===== config.mk =====
export PLATFORM = sky130hd
export DESIGN_NAME = mem_stage
export DESIGN_NICKNAME = d
export VERILOG_FILES = /design/src/rtl/mem_pkg.sv /design/src/rtl/data_mem.sv /design/src/rtl/mem_stage.sv
export SDC_FILE = /design/constraint.sdc
export NUM_CORES = 2
export LEC_CHECK = 0
export CORE_MARGIN = 3
export CORE_UTILIZATION = 35
export DETAILED_ROUTE_END_ITERATION = 10
export PLACE_DENSITY_LB_ADDON = 0.2
export SYNTH_ARGS = -nofsm -noshare
export SYNTH_HDL_FRONTEND = slang
export SYNTH_SLANG_ARGS = --single-unit

===== constraint.sdc =====
create_clock -name clk -period 3.05 [get_ports clk]
set_clock_uncertainty 0.2 [all_clocks]
set_input_delay 0.61 -clock clk [delete_from_list [all_inputs] [get_ports clk]]
set_output_delay 0.61 -clock clk [all_outputs]
set_load 0.005 [all_outputs]

===== src/rtl/mem_pkg.sv =====
// mem_pkg: shared types and defaults for the memory-access stage.
//   mem_state_t     : access FSM states (IDLE, WAIT, DONE)
//   MEM_WORDS_DEF   : default data memory depth in 32-bit words
//   MEM_LATENCY_DEF : default stall cycles per memory access
package mem_pkg;

    typedef enum logic [1:0] {IDLE, WAIT, DONE} mem_state_t;

    localparam int MEM_WORDS_DEF   = 64;
    localparam int MEM_LATENCY_DEF = 2;

endpackage


===== src/rtl/data_mem.sv =====
// data_mem: WORDS x 32 data array with synchronous write and registered read.
//   clk, rst  : clock, synchronous active-high reset (clears array and read register)
//   we_i      : write wdata_i into addr_i on the clock edge
//   re_i      : capture the word at addr_i into the read register on the clock edge
//   addr_i    : word index
//   wdata_i   : write data
//   rdata_o   : read register; a same-edge read and write returns the pre-write word
module data_mem
    import mem_pkg::*;
#(
    parameter int WORDS = MEM_WORDS_DEF
) (
    input  logic                     clk,
    input  logic                     rst,
    input  logic                     we_i,
    input  logic                     re_i,
    input  logic [$clog2(WORDS)-1:0] addr_i,
    input  logic [31:0]              wdata_i,
    output logic [31:0]              rdata_o
);

    logic [31:0] mem_q [WORDS];
    logic [31:0] rdata_q;

    always_ff @(posedge clk) begin
        if (rst) begin
            for (int i = 0; i < WORDS; i++) mem_q[i] <= '0;
            rdata_q <= '0;
        end else begin
            if (we_i) mem_q[addr_i] <= wdata_i;
            if (re_i) rdata_q <= mem_q[addr_i];
        end
    end

    assign rdata_o = rdata_q;

endmodule


===== src/rtl/mem_stage.sv =====
// mem_stage: pipeline memory-access stage with a fixed multi-cycle data memory access.
//   clk, rst                               : clock, synchronous active-high reset
//   WB_EN_IN, MEM_R_EN_IN, MEM_W_EN_IN     : control from the EX-to-MEM register
//   ALUResIn                               : ALU result, byte address for loads/stores
//   STValIn                                : store data
//   destIn                                 : destination register
//   WB_EN, MEM_R_EN, ALURes, memReadVal, dest : to the MEM-to-WB register
//   stall                                  : freezes PC, IF/ID/EX and the EX-to-MEM register
//   misalign                               : alignment fault pulse
// Build option MEM_ALIGN_CHECK_EN: squash misaligned memory ops and pulse misalign;
// when undefined the low address bits are ignored and misalign is tied 0.
module mem_stage
    import mem_pkg::*;
#(
    parameter int MEM_WORDS   = MEM_WORDS_DEF,
    parameter int MEM_LATENCY = MEM_LATENCY_DEF
) (
    input  logic        clk,
    input  logic        rst,
    input  logic        WB_EN_IN,
    input  logic        MEM_R_EN_IN,
    input  logic        MEM_W_EN_IN,
    input  logic [31:0] ALUResIn,
    input  logic [31:0] STValIn,
    input  logic [4:0]  destIn,
    output logic        WB_EN,
    output logic        MEM_R_EN,
    output logic [31:0] ALURes,
    output logic [31:0] memReadVal,
    output logic [4:0]  dest,
    output logic        stall,
    output logic        misalign
);

    localparam int AW = $clog2(MEM_WORDS);
    localparam int CW = $clog2(MEM_LATENCY) + 1;

    mem_state_t    state_q, state_d;
    logic [CW-1:0] cnt_q, cnt_d;
    logic          mem_op, mis_req, commit;
    logic          stall_c, wb_c, mis_c;

    assign mem_op = MEM_R_EN_IN | MEM_W_EN_IN;

`ifdef MEM_ALIGN_CHECK_EN
    assign mis_req = mem_op & (|ALUResIn[1:0]);
`else
    assign mis_req = 1'b0;
`endif

    // WAIT ends once this cycle's decrement reaches zero; a latency of 1 loads
    // zero and the saturating counter still leaves WAIT after one cycle.
    assign commit = (state_q == WAIT) && (cnt_q <= CW'(1));

    always_comb begin
        state_d = state_q;
        cnt_d   = cnt_q;
        stall_c = 1'b0;
        wb_c    = WB_EN_IN;
        mis_c   = 1'b0;
        unique case (state_q)
            IDLE: begin
                if (mis_req) begin
                    wb_c  = 1'b0;
                    mis_c = 1'b1;
                end else if (mem_op) begin
                    stall_c = 1'b1;
                    wb_c    = 1'b0;
                    state_d = WAIT;
                    cnt_d   = CW'(MEM_LATENCY - 1);
                end
            end
            WAIT: begin
                stall_c = 1'b1;
                wb_c    = 1'b0;
                cnt_d   = (cnt_q == '0) ? '0 : cnt_q - CW'(1);
                if (commit) state_d = DONE;
            end
            DONE: state_d = IDLE;
            default: state_d = IDLE;
        endcase
    end

    always_ff @(posedge clk) begin
        if (rst) begin
            state_q <= IDLE;
            cnt_q   <= '0;
        end else begin
            state_q <= state_d;
            cnt_q   <= cnt_d;
        end
    end

    // Both enables set behaves as a store; the registered read still captures
    // the pre-write word on the same edge.
    data_mem #(.WORDS(MEM_WORDS)) u_data_mem (
        .clk    (clk),
        .rst    (rst),
        .we_i   (commit & MEM_W_EN_IN),
        .re_i   (commit & MEM_R_EN_IN),
        .addr_i (ALUResIn[AW+1:2]),
        .wdata_i(STValIn),
        .rdata_o(memReadVal)
    );

    assign stall    = stall_c & ~rst;
    assign WB_EN    = wb_c & ~rst;
    assign misalign = mis_c & ~rst;
    assign MEM_R_EN = MEM_R_EN_IN;
    assign ALURes   = ALUResIn;
    assign dest     = destIn;

endmodule


==> impl_metrics.tcl <==
set metrics [dict create \
    fp.dieW_um 527 \
    synth_warnings 0 \
    hold_viol_final 0 \
    hold_depth 2 \
    report.final.slew_viol_count 0 \
    groute.usage.overall_pct 25.0 \
    vias 61200 \
    hp-class "in2reg" \
    antenna_found_initial 23 \
    setup.worst_path.end_class "flip-flop" \
    tightest_slew_ps 1310 \
    num_rows 190 \
    synthToLayoutAreaGrowth_pct 20.4 \
    grt_max_degree 97 \
    cp_data_arrival_time_ps 3620 \
    ioPinCount 147 \
    dieHeight_um 527 \
    cts.sinks 2084 \
    crit_required_ps 3580 \
    period_minus_slack_ps 3090 \
    cpMaxStageDelayCell "o21ai_0" \
    cts.htree.levels 4 \
    path_cells "buf_8 -> buf_12 -> buf_12 -> mux4_2 -> o21ai_0 -> nand3_1 -> a311oi_1 -> buf_4 -> a311oi_1" \
    critPathMaxStageDelay_ps 730 \
    worst_r2r_startpoint "u_data_mem.mem_q[31][22]" \
    root_buffer "clkbuf_16" \
    cts_tree "built" \
    grt_first_pass_wirelength_mm 490 \
    violations "setup timing" \
    synthFlopType "edfxtp_1" \
    nNetsFinal 7363 \
    ff2ff_setup_slack_ps 20 \
    synth_area_sq_mm 0.0952 \
    min_to "u_data_mem.mem_q[28][3]" \
    die-area_sq_mm 0.278 \
    drtAntennaViolNets 0 \
    status "complete, but fails checks" \
    dpl.hpwl_mm 231 \
    wirelength_mm 355 \
    insertion_delay_ps 890 \
    setup_slack_ps -39.6 \
    cap_violations 0 \
    synth_edf_count 2048 \
    yosysMostFrequentCell "and2_1" \
    firstDrtPassIters 6 \
    r2r_end "u_data_mem.rdata_o[22]" \
    synth.largest_area_cell "edfxtp_1" \
    drtIter0Drc 7710 \
    yosysUniqueCellTypes 68 \
    holdCritStartpoint "STValIn[3]" \
    utilization_pct 42.5 \
    syn_nets 6845 \
    syn_avg_cell_area_sq_um 14.1 \
    syn_inst 6771 \
    synth_top_area_share_pct 64.6 \
    cp_max_fo 16 \
    fin_area_sq_mm 0.115 \
    initial_core_util_pct 35.3 \
    relSlewSlack_pct 11.5 \
    synth_area_leaders "edfxtp_1, and2_1, mux2i_1" \
    r2r_cells 6 \
    seq_area_frac_synth_pct 65.4 \
    async_reset_ff_share_pct 0 \
    grt_pass1_vias 59700 \
    drc 0 \
    startpoint_type "input port" \
    wire_per_inst_um 32.1 \
    post-place-ws_ps -886 \
    numCtsBuffers 224 \
    drive_above_1_share_pct 22.6 \
    ir_drop_uv 636 \
    ys_seq_elements 2084 \
    power_density_mw_per_mm2 574 \
    clockBufferDepth 3 \
    io_buffer_count 83 \
    period_share_pct 101 \
    viasPerCell 5.54 \
    p_leak_nw 43.0 \
    synth_common_cells "and2_1, edfxtp_1, clkbuf_1, mux2i_1, a221oi_1" \
    core-area_sq_mm 0.269 \
    max_freq_mhz 324 \
    gp_congestion 0.908 \
    cp-startpoint "ALUResIn[2]" \
    clk_pin_slew_ps 60 \
    placed_area_sq_mm 0.107 \
    worstSetupPathType "in2reg" \
    rsz0062_at_grt "false" \
    finalSetupViolCount 1 \
    grt_overflow 0 \
]
report_power, final:
| part | total [mW] | switching (mW) | internal [mW] |
|---|---|---|---|
| combinational | 6.04 | 3.83 | 2.21 |
| clock | 27.0 | 11.8 | 15.2 |
| sequential | 32.7 | 0.362 | 32.3 |
| total | 65.7 | 16.0 | 49.7 |
cell families (layout without fill, tap and decap cells):
kind of cell	count (synthesis)	in the layout	share of synthesized area (%)
compound gates	813	813	6.31
buf+inv	752	1463	3.89
flops	2084	2084	65.4
mux	618	618	8.66
other cells	1	14	0.00394
simple gates	2503	2503	15.7
what timing repair did:
action                     4_1_cts  5_1_grt
gates cloned                     0        0
hold endpoints to repair         6        0
setup endpoints to repair        4        2
resized for setup                8        2
setup buffers                    0        0
hold buffers                     2        0
worst max-delay path, delay by kind of cell:
family | cells | cell delay [ps]
buffers and inverters | 4 | 800
AOI/OAI and AO/OA | 3 | 1220
and+or+nand+nor | 1 | 420
muxes | 1 | 520
cells in the final DEF, fill, tap and decap left out, types with 9 or more instances in the layout:
master / instances
edfxtp_1: 2048
buf_12: 265
clkbuf_16: 228
o21ai_0: 87
clkinv_2: 37
a22o_1: 15
clkdlybuf4s50_1: 42
o21ai_1: 19
clkbuf_1: 75
nor2_1: 155
and2_1: 2051
nand2_1: 46
bufinv_16: 14
clkinv_1: 36
dfxtp_1: 32
diode_2: 13
a22oi_1: 189
a21oi_1: 77
nor2_2: 64
nand3_1: 51
buf_4: 693
o211ai_1: 10
clkbuf_8: 9
mux2_2: 53
mux2i_1: 406
a311oi_1: 19
or2_2: 65
mux4_2: 159
o22a_1: 10
o22ai_1: 60
o31a_1: 11
buf_2: 32
a31oi_1: 28
a221oi_1: 241
registers in the layout, summed over array words and instances (netlist names):
register,flops
cnt_q,2
state_q,2
u_data_mem.mem_q,2048
u_data_mem.rdata_o,32
per-stage QoR:
stage          power (mW)  std cells  hold slack (ps)  setup TNS [ps]
3_5_place_dp         39.3      10600              318        -1013440
3_3_place_gp         39.2      10600              315        -1050790
5_1_grt              67.4      11000             77.6               0
2_1_floorplan        35.7       6771              271               0
4_1_cts              66.0      11000             36.5               0
6_report             65.7      11000              110           -39.6
metal layers:
metal	global-route usage, %	wire length, um	vias to the layer above
li1	-	-	25800
met1	34.5	149000	32100
met2	39.2	163000	2764
met3	3.94	26300	537
met4	10.8	16700	6
met5	0	37	-
worst max path at each step:
stage / to / cells past startpoint / slack (ps)
6_report: u_data_mem.rdata_o[22] / 9 / -40
5_1_grt: u_data_mem.rdata_o[22] / 6 / 40
4_1_cts: memReadVal[21] / 1 / 20
3_5_place_dp: u_data_mem.rdata_o[22] / 9 / -890
3_3_place_gp: u_data_mem.rdata_o[22] / 9 / -970
2_1_floorplan: u_data_mem.mem_q[36][0] / 6 / 270
cell type report:
class                   count  area (sq um)
diodes                     13          32.5
clock buffers             312          6110
clock inverters           107          1050
fillers                 24300        155000
inverters                   4          17.5
multi-input cells        3935         29500
flip-flops and latches   2084         62200
well taps                3552          4440
repair buffers           1040         11200
No activity file was read; power rests on OpenSTA's default activity.
